`src/rtl/studio_keypad.sv`:
```
`timescale 1ns/1ps
// Keypad controller: PS/2 events -> per-pad held bitmaps, CPU-selected key -> active-low EF per pad.
// Latency: key_held updates on the event edge, ef_n/any_key one edge later; no back-pressure.
// STUDIO_KEYPAD_STRETCH_EN keeps short taps visible for MIN_HOLD cycles after the last press on a pad.
module studio_keypad #(
    parameter int NUM_PADS = 2,
    parameter int MIN_HOLD = 20000
) (
    input  logic                     clk,
    input  logic                     reset,
    input  logic [10:0]              ps2_key,
    input  logic                     sel_wr,
    input  logic [7:0]               sel_din,
    output logic [NUM_PADS-1:0]      ef_n,
    output logic [NUM_PADS*10-1:0]   key_held,
    output logic [NUM_PADS-1:0]      any_key
);
    localparam int HW = NUM_PADS * 10;

    // Encoding: {valid, pad[1:0], key[3:0]}
    function automatic logic [6:0] map_code(input logic [7:0] code);
        logic [6:0] r;
        r = '0;
        case (code)
            8'h16: r = 7'h41;  8'h1E: r = 7'h42;  8'h26: r = 7'h43;  8'h25: r = 7'h44;  8'h2E: r = 7'h45;
            8'h36: r = 7'h46;  8'h3D: r = 7'h47;  8'h3E: r = 7'h48;  8'h46: r = 7'h49;  8'h45: r = 7'h40;
            8'h69: r = 7'h51;  8'h72: r = 7'h52;  8'h7A: r = 7'h53;  8'h6B: r = 7'h54;  8'h73: r = 7'h55;
            8'h74: r = 7'h56;  8'h6C: r = 7'h57;  8'h75: r = 7'h58;  8'h7D: r = 7'h59;  8'h70: r = 7'h50;
            8'h15: r = 7'h61;  8'h1D: r = 7'h62;  8'h24: r = 7'h63;  8'h2D: r = 7'h64;  8'h2C: r = 7'h65;
            8'h35: r = 7'h66;  8'h3C: r = 7'h67;  8'h43: r = 7'h68;  8'h44: r = 7'h69;  8'h4D: r = 7'h60;
            8'h1C: r = 7'h71;  8'h1B: r = 7'h72;  8'h23: r = 7'h73;  8'h2B: r = 7'h74;  8'h34: r = 7'h75;
            8'h33: r = 7'h76;  8'h3B: r = 7'h77;  8'h42: r = 7'h78;  8'h4B: r = 7'h79;  8'h4C: r = 7'h70;
            default: r = '0;
        endcase
        return r;
    endfunction

    logic                tog_q;
    logic [3:0]          sel;
    logic [6:0]          m;
    logic                hit;
    logic                pressed;
    logic [5:0]          bit_idx;
    logic [HW-1:0]       hit_mask;
    logic [HW-1:0]       held_nxt;
    logic [NUM_PADS-1:0] ef_nxt;
    logic [NUM_PADS-1:0] any_nxt;
    logic [9:0]          pad_bits;
    logic                unused_sel_hi;

    assign unused_sel_hi = ^sel_din[7:4];
    assign m             = map_code(ps2_key[7:0]);
    assign pressed       = ps2_key[9];
    assign hit           = (ps2_key[10] != tog_q) && !ps2_key[8] && m[6] && (32'(m[5:4]) < NUM_PADS);
    assign bit_idx       = {4'b0, m[5:4]} * 6'd10 + {2'b0, m[3:0]};
    assign hit_mask      = HW'(1'b1) << bit_idx;

`ifdef STUDIO_KEYPAD_STRETCH_EN
    logic [15:0]   cnt_q   [NUM_PADS];
    logic [15:0]   cnt_nxt [NUM_PADS];
    logic [HW-1:0] pend_q;
    logic [HW-1:0] pend_nxt;
    logic [15:0]   cnt_sel;

    always_comb begin
        held_nxt = key_held;
        pend_nxt = pend_q;
        cnt_sel  = '0;
        for (int p = 0; p < NUM_PADS; p++) begin
            if (hit && pressed && m[5:4] == 2'(p))
                cnt_nxt[p] = 16'(MIN_HOLD);
            else if (cnt_q[p] != 16'd0)
                cnt_nxt[p] = cnt_q[p] - 16'd1;
            else
                cnt_nxt[p] = cnt_q[p];
            // Counter reaching zero releases every deferred key of the pad at once
            if (cnt_q[p] == 16'd1 && !(hit && pressed && m[5:4] == 2'(p))) begin
                held_nxt = held_nxt & ~(pend_q & (HW'(10'h3FF) << (10 * p)));
                pend_nxt = pend_nxt & ~(HW'(10'h3FF) << (10 * p));
            end
            if (m[5:4] == 2'(p))
                cnt_sel = cnt_q[p];
        end
        if (hit) begin
            if (pressed) begin
                held_nxt = held_nxt | hit_mask;
                pend_nxt = pend_nxt & ~hit_mask;
            end else if (cnt_sel > 16'd1 && (key_held & hit_mask) != '0) begin
                pend_nxt = pend_nxt | hit_mask;
            end else begin
                held_nxt = held_nxt & ~hit_mask;
                pend_nxt = pend_nxt & ~hit_mask;
            end
        end
    end

    always_ff @(posedge clk) begin
        if (reset) begin
            for (int p = 0; p < NUM_PADS; p++) cnt_q[p] <= '0;
            pend_q <= '0;
        end else begin
            for (int p = 0; p < NUM_PADS; p++) cnt_q[p] <= cnt_nxt[p];
            pend_q <= pend_nxt;
        end
    end
`else
    always_comb begin
        held_nxt = key_held;
        if (hit)
            held_nxt = pressed ? (key_held | hit_mask) : (key_held & ~hit_mask);
    end
`endif

    always_comb begin
        ef_nxt   = '1;
        any_nxt  = '0;
        pad_bits = '0;
        for (int p = 0; p < NUM_PADS; p++) begin
            pad_bits   = key_held[p*10 +: 10];
            any_nxt[p] = |pad_bits;
            ef_nxt[p]  = !((sel <= 4'd9) && pad_bits[sel]);
        end
    end

    // tog_q tracks the toggle through reset so releasing reset never fabricates an event
    always_ff @(posedge clk) begin
        tog_q <= ps2_key[10];
        if (reset) begin
            key_held <= '0;
            sel      <= '0;
            ef_n     <= '1;
            any_key  <= '0;
        end else begin
            key_held <= held_nxt;
            if (sel_wr)
                sel <= sel_din[3:0];
            ef_n    <= ef_nxt;
            any_key <= any_nxt;
        end
    end
endmodule

```
`config.mk`:
```
export PLATFORM = sky130hd
export DESIGN_NAME = studio_keypad
export DESIGN_NICKNAME = d
export VERILOG_FILES = /design/src/rtl/studio_keypad.sv
export SDC_FILE = /design/constraint.sdc
export NUM_CORES = 1
export LEC_CHECK = 0
export CAP_MARGIN = 10
export CELL_PAD_IN_SITES_DETAIL_PLACEMENT = 1
export CELL_PAD_IN_SITES_GLOBAL_PLACEMENT = 1
export CORE_MARGIN = 2
export CORE_UTILIZATION = 42
export DETAILED_ROUTE_END_ITERATION = 8
export PLACE_DENSITY_LB_ADDON = 0.1
export SETUP_SLACK_MARGIN = 0.4
export SKIP_LAST_GASP = 1
export SYNTH_ARGS = -nofsm -noshare
export SYNTH_HDL_FRONTEND = slang
export SYNTH_SLANG_ARGS = --single-unit
```
`constraint.sdc`:
```
create_clock -name clk -period 6.3 [get_ports clk]
set_input_delay 0.63 -clock clk [delete_from_list [all_inputs] [get_ports clk]]
set_output_delay 0.63 -clock clk [all_outputs]
set_load 0.02 [all_outputs]
```
==> impl_results.md, run 1 <==
* Num ports at 46
* Initial antenna violation count at 0
* Most common cell after layout, fill and taps aside: clkdlybuf4s50_1
* Initial detailed-routing violation count at 140
* DR pass1 iterations at 4
* Number of diodes at 0
* Post-synthesis cell type count at 60
* RSZ-0062 raised after global routing: no
* Row cnt at 27
* Die area at 6210 um2
* Leakage at 1.02 nW
* Worst-Skew Late Latency at 0.28 ns
* Post-Route WL at 6960 um
* Setup ws final at 1.19 ns
* TritonCTS clock tree: built
* Via count at 2,312
* Post-synth EDFFs at 0
* Endpoints failing hold at 0
* Power Total at 468 uW
* Core area at 5440 um2
* Fraction of layout cells with a size suffix above 1 at 9.42%
* Placed cell areas at 2750 um2
* Post-route ant nets at 0
* DR DRC count at 0
* GRT Overall Usage at 23.6%
* Clock Sinks at 29
* Chip height at 78.8 um
* Post-Synthesis Cell Area at 2350 um2
* Post-Syn Area per Cell at 8.49 um2
* Rel. slew slack at 41.2%
* Total clock buffers created by CTS at 5
* Pin count of the biggest net entering global routing at 24
* PwrDens at 164 nW/um2
* Final Skew at 0.00422 ns
* Mapped Nets at 309
* Synth-to-Final Area Change at 21.4%
* First-pass GRT wire length at 11,700 um
* Post-Syn Instances at 277
* Max VDD drop at 118 uV
* Die W at 78.8 um
* Reg clk slew, reported paths at 0.06 ns
* Synth async-reset ratio at 0%
* Hold path cells at 2
* FF-to-FF setup slack at 4.25 ns
* H-Tree Depth at 2
* Nets at 339
* RR Startpoint: tog_q
* Vias/cell at 6.08
* DP Cell Count at 371
* CP arrival at 5.26 ns
* Tcrit/Tclk final at 81.1%
* Buffers added on ports at 41
* CTS Buffer Depth at 2
* Hold_buf cts at 0
* Crit path time final at 5.11 ns
* Synth warnings at 0
* Total congestion overflow at 0
* Root Driver: clkbuf_8
* Commonest cells after routing, fill and taps aside: clkdlybuf4s50_1, nand2_1, dfxtp_1
* Dpl ws at 0.929 ns
* Yosys reg bits at 29
* Crit Path Category: in -> reg
* HP Class: reg -> reg
* WL per Instance at 18.3 um
* Sequential-to-total area share from yosys stat at 24.7%
* Startpoint type of the worst setup path: input pin
* Setup Fix Bufs, Post-CTS at 0
* RD Place Congestion at 0.843
* Actual slew at the worst max-slew pin at 0.879 ns
* Fmax achieved at 196 MHz
* Worst path required time at 6.45 ns
* Final setup vio count at 0
* Vias in the first global route at 2,297
* Crit Path Max Fanout at 10
* Fin area at 2860 um2
* Setup TNS at 0 ns
* FF-to-FF path depth at 6
* Post-Layout Cell Count at 380
* Starting Density at 43.2%
* Max Cap Violations at 0
* Worst setup EP type: flop
* Final slew viol count at 0
* Status: complete, no violations
* Post-DP HPWL at 5190 um
* Post-CTS Resized at 0
* Top FF cell, synth: dfxtp_1
==> per-stage QoR <==
stage	hold WS, ns	utilization (%)
after global placement	0.479	50.5
after floorplan	0.517	-
after CTS	0.498	52.4
after global routing	0.528	52.5
after detailed placement	0.481	50.5
final	0.495	52.5
==> cell usage after synthesis, drive strengths merged, types with 3 or more instances <==
| cell | number | share of area, % |
|---|---|---|
| nand2 | 31 | 4.9 |
| dfxtp | 29 | 25 |
| mux2i | 26 | 11 |
| nor4 | 16 | 4.5 |
| inv | 15 | 2.4 |
| nor2 | 15 | 2.5 |
| a21oi | 13 | 2.8 |
| clkbuf | 11 | 1.8 |
| buf | 10 | 3.4 |
| ha | 9 | 4.8 |
| o311ai | 9 | 4.0 |
| nand4 | 6 | 1.6 |
| nor2b | 6 | 1.6 |
| nor3 | 6 | 1.8 |
| o31ai | 6 | 1.9 |
| a211oi | 4 | 1.3 |
| mux4 | 4 | 3.8 |
| o21ai | 4 | 0.85 |
| o22ai | 4 | 1.1 |
| or4 | 4 | 1.3 |
| a311oi | 3 | 1.4 |
| mux2 | 3 | 1.4 |
| nand2b | 3 | 0.80 |
| nand3 | 3 | 0.64 |
| or2b | 3 | 0.96 |
==> how the worst max path moves through the flow <==
stage | from | endpoint | cells after the start
2_1_floorplan | ps2_key[1] | flop | 15
6_report | ps2_key[1] | flop | 15
4_1_cts | ps2_key[1] | flop | 15
3_5_place_dp | ps2_key[1] | flop | 15
3_3_place_gp | ps2_key[1] | flop | 15
5_1_grt | ps2_key[1] | flop | 15
==> layout make-up <==
type / instances / area [um2]
Fill cell: 656 / 2580
Multi-Input combinational cell: 212 / 1590
Sequential cell: 29 / 581
Timing Repair Buffer: 44 / 433
Clock buffer: 7 / 96.3
Tap cell: 72 / 90.1
Inverter: 15 / 56.3
Clock inverter: 1 / 5.00
==> logic make-up after synthesis <==
kind of cell               after synthesis  synth area share, %
AOI/OAI and AO/OA                       66                 21.8
muxes                                   33                 16.3
xor gates and xnor gates                 2                0.745
adders and majority gates               10                 5.64
DFF                                     29                 24.7
and+or+nand+nor                        101                 23.3
buffers and inverters                   36                 7.50
==> critical path, cell delays in order <==
cell and delay (ns):
clkdlybuf4s50_1 0.62, inv_1 0.21, ha_1 0.39, mux2_2 0.26
nor3_1 0.05, o311a_1 0.48, nor3_4 0.38, inv_1 0.23
fa_1 0.44, xnor2_1 0.37, o2111ai_1 0.19, nor4_1 0.27
o311ai_2 0.26, o311ai_0 0.33, o41ai_1 0.12
==> power breakdown <==
part	leakage (nW)	total [mW]	internal [mW]	switching (mW)
registers	0.235	0.190	0.186	0.00385
clock network	0.0542	0.171	0.0986	0.0720
logic	0.733	0.108	0.0413	0.0667
==> layer usage <==
layer | wire [um] | vias up | GRT usage, %
met2 | 3100 | 64 | 35.2
met3 | 350 | 9 | 3.64
li1 | - | 1119 | -
met1 | 3430 | 1120 | 35.3
met4 | 81 | 0 | 6.03
met5 | 0 | - | 0
(Power assumes the default switching activity.)
==> inputs of run 2 (changes only) <==
--- a/config.mk
+++ b/config.mk
@@ -9,7 +9,7 @@
 export CELL_PAD_IN_SITES_DETAIL_PLACEMENT = 1
 export CELL_PAD_IN_SITES_GLOBAL_PLACEMENT = 1
 export CORE_MARGIN = 2
-export CORE_UTILIZATION = 42
+export CORE_UTILIZATION = 35
 export DETAILED_ROUTE_END_ITERATION = 8
 export PLACE_DENSITY_LB_ADDON = 0.1
 export SETUP_SLACK_MARGIN = 0.4
==> constraint.sdc (replaced) <==
create_clock -name clk -period 4.5 [get_ports clk]
set_input_delay 0.45 -clock clk [delete_from_list [all_inputs] [get_ports clk]]
set_output_delay 0.45 -clock clk [all_outputs]
set_load 0.02 [all_outputs]
==> run 2 against run 1 <==
Net effect:
- power increased by 47%
- setup slack got worse by 0.52 ns
- largest cell class unchanged
- sequential power is 39% higher
- hold slack improved by 0.0051 ns
- clock skew increased by 0.0054 ns
- final cell count up 7.4%
==> impl_results.md, run 2 (same netlist as run 1, synthesis figures left out) <==
* WL per Instance at 19.2 um
* Chip height at 86.0 um
* GRT Overall Usage at 21.7%
* Number of diodes at 0
* Fmax achieved at 261 MHz
* Rel. slew slack at 12.1%
* Nets at 362
* CP max stage delay at 0.44 ns
* PwrDens at 219 nW/um2
* Vias/cell at 5.99
* Worst setup EP type: flop
* Startpoint type of the worst setup path: input pin
* Root Driver: clkbuf_8
* First-pass GRT wire length at 12,800 um
* Via count at 2,444
* Hold_buf cts at 0
* Max VDD drop at 138 uV
* H-Tree Depth at 2
* CP Cell Sequence: dlymetal6s2s_1, buf_4, ha_1, mux2i_1, o221ai_1, o22a_1, a211oi_2, ha_2, inv_1, fa_1, xnor2_2, o211ai_1, nor4_2, o311ai_4, or4_1, nand2_1
* RSZ-0062 raised after global routing: no
* DR pass1 iterations at 4
* DR DRC count at 0
* RD Place Congestion at 0.812
* CTS Buffer Depth at 2
* Crit path time final at 3.83 ns
* CP arrival at 4.04 ns
* Crit Path Category: in -> reg
* Most common cell after layout, fill and taps aside: clkdlybuf4s50_1
* Die area at 7390 um2
* Die W at 86.0 um
* Final Skew at 0.00959 ns
* TritonCTS clock tree: built
* Tcrit/Tclk final at 85.1%
* Buf/Inv on CP at 3
* Commonest cells after routing, fill and taps aside: clkdlybuf4s50_1, nand2_1, dfxtp_1
* Top delay family on crit path: compound AO/OA/AOI/OAI gates
* Starting Density at 36.6%
* Placed cell areas at 2930 um2
* Worst-Skew Late Latency at 0.28 ns
* Actual slew at the worst max-slew pin at 1.31 ns
* Post-Route WL at 7840 um
* Hold WS at 0.500 ns
* Clock Sinks at 29
* Pin count of the biggest net entering global routing at 29
* Post-route ant nets at 0
* Fraction of layout cells with a size suffix above 1 at 19.6%
* Status: complete, no violations
* CP max-delay cell: or4_1
* Row cnt at 29
* Total clock buffers created by CTS at 5
* Endpoints failing hold at 0
* Final slew viol count at 0
* Final setup vio count at 0
* Vias in the first global route at 2,406
* Worst path required time at 4.71 ns
* Reg clk slew, reported paths at 0.07 ns
* Leakage at 1.20 nW
* Total congestion overflow at 0
* Fin area at 3150 um2
* Buffers added on ports at 41
* Initial detailed-routing violation count at 149
* Post-DP HPWL at 5860 um
* Max Cap Violations at 0
* Core area at 6420 um2
* Crit Path Max Fanout at 8
* HP Class: reg -> reg
* Initial antenna violation count at 0
* Synth-to-Final Area Change at 34.1%
* Num ports at 46
==> run 2: worst paths after layout <==
kind | start | end | slack [ns] | cells after the start
setup / recovery | ps2_key[0] | flop | 0.67 | 16
hold / removal | flop | flop | 0.50 | 2
setup reg to reg | tog_q | flop | 2.49 | 6
hold reg to reg | flop | flop | 0.50 | 2
==> run 2: worst register-to-register path, stage by stage (launching register included) <==
cell and delay [ns]:
dfxtp_1 0.31, xnor2_1 0.11, or3_1 0.37, nor3_1 0.31, nand4_1 0.23, nor4_1 0.34, mux2i_1 0.24
==> run 2: metal layers <==
layer,up-vias,GRT usage [%],wire length [um]
met5,-,0,0
met4,0,3.46,46
met3,8,3.27,484
met2,71,33.1,3560
met1,1201,32.8,3750
li1,1164,-,-
==> run 2: metrics by stage <==
| stage | cells | worst slack, ns | power, mW | setup TNS [ns] | util [%] |
|---|---|---|---|---|---|
| finish | 408 | 0.671 | 0.689 | 0 | 49.1 |
| global route | 408 | 0.410 | 0.725 | 0 | 49.1 |
| CTS | 406 | 0.396 | 0.684 | 0 | 47.7 |
| detailed placement | 398 | -0.0613 | 0.439 | -0.194 | 45.6 |
| global placement | 398 | 0.0447 | 0.435 | 0 | 45.6 |
| floorplan | 277 | 0.779 | 0.377 | 0 | - |
==> run 2: cell type report <==
cell class | count | area (um2)
Tap cell | 77 | 96.3
Timing Repair Buffer | 67 | 647
Clock buffer | 7 | 96.3
Sequential cell | 29 | 581
Multi-Input combinational cell | 212 | 1670
Inverter | 15 | 56.3
Fill cell | 751 | 3270
Clock inverter | 1 | 5.00
==> run 2: power breakdown <==
| group | internal (mW) | switching (mW) | leakage (nW) | total, mW |
|---|---|---|---|---|
| logic | 0.0768 | 0.105 | 0.916 | 0.182 |
| registers | 0.260 | 0.00540 | 0.235 | 0.265 |
| clock network | 0.138 | 0.104 | 0.0542 | 0.243 |
| total | 0.475 | 0.215 | 1.20 | 0.689 |
==> run 2: timing repair <==
item	4_1_cts	5_1_grt
hold endpoints to repair	0	0
pin swaps	1	2
resized for setup	6	19
setup endpoints to repair	8	18
cloned	0	1
setup buffers	0	0
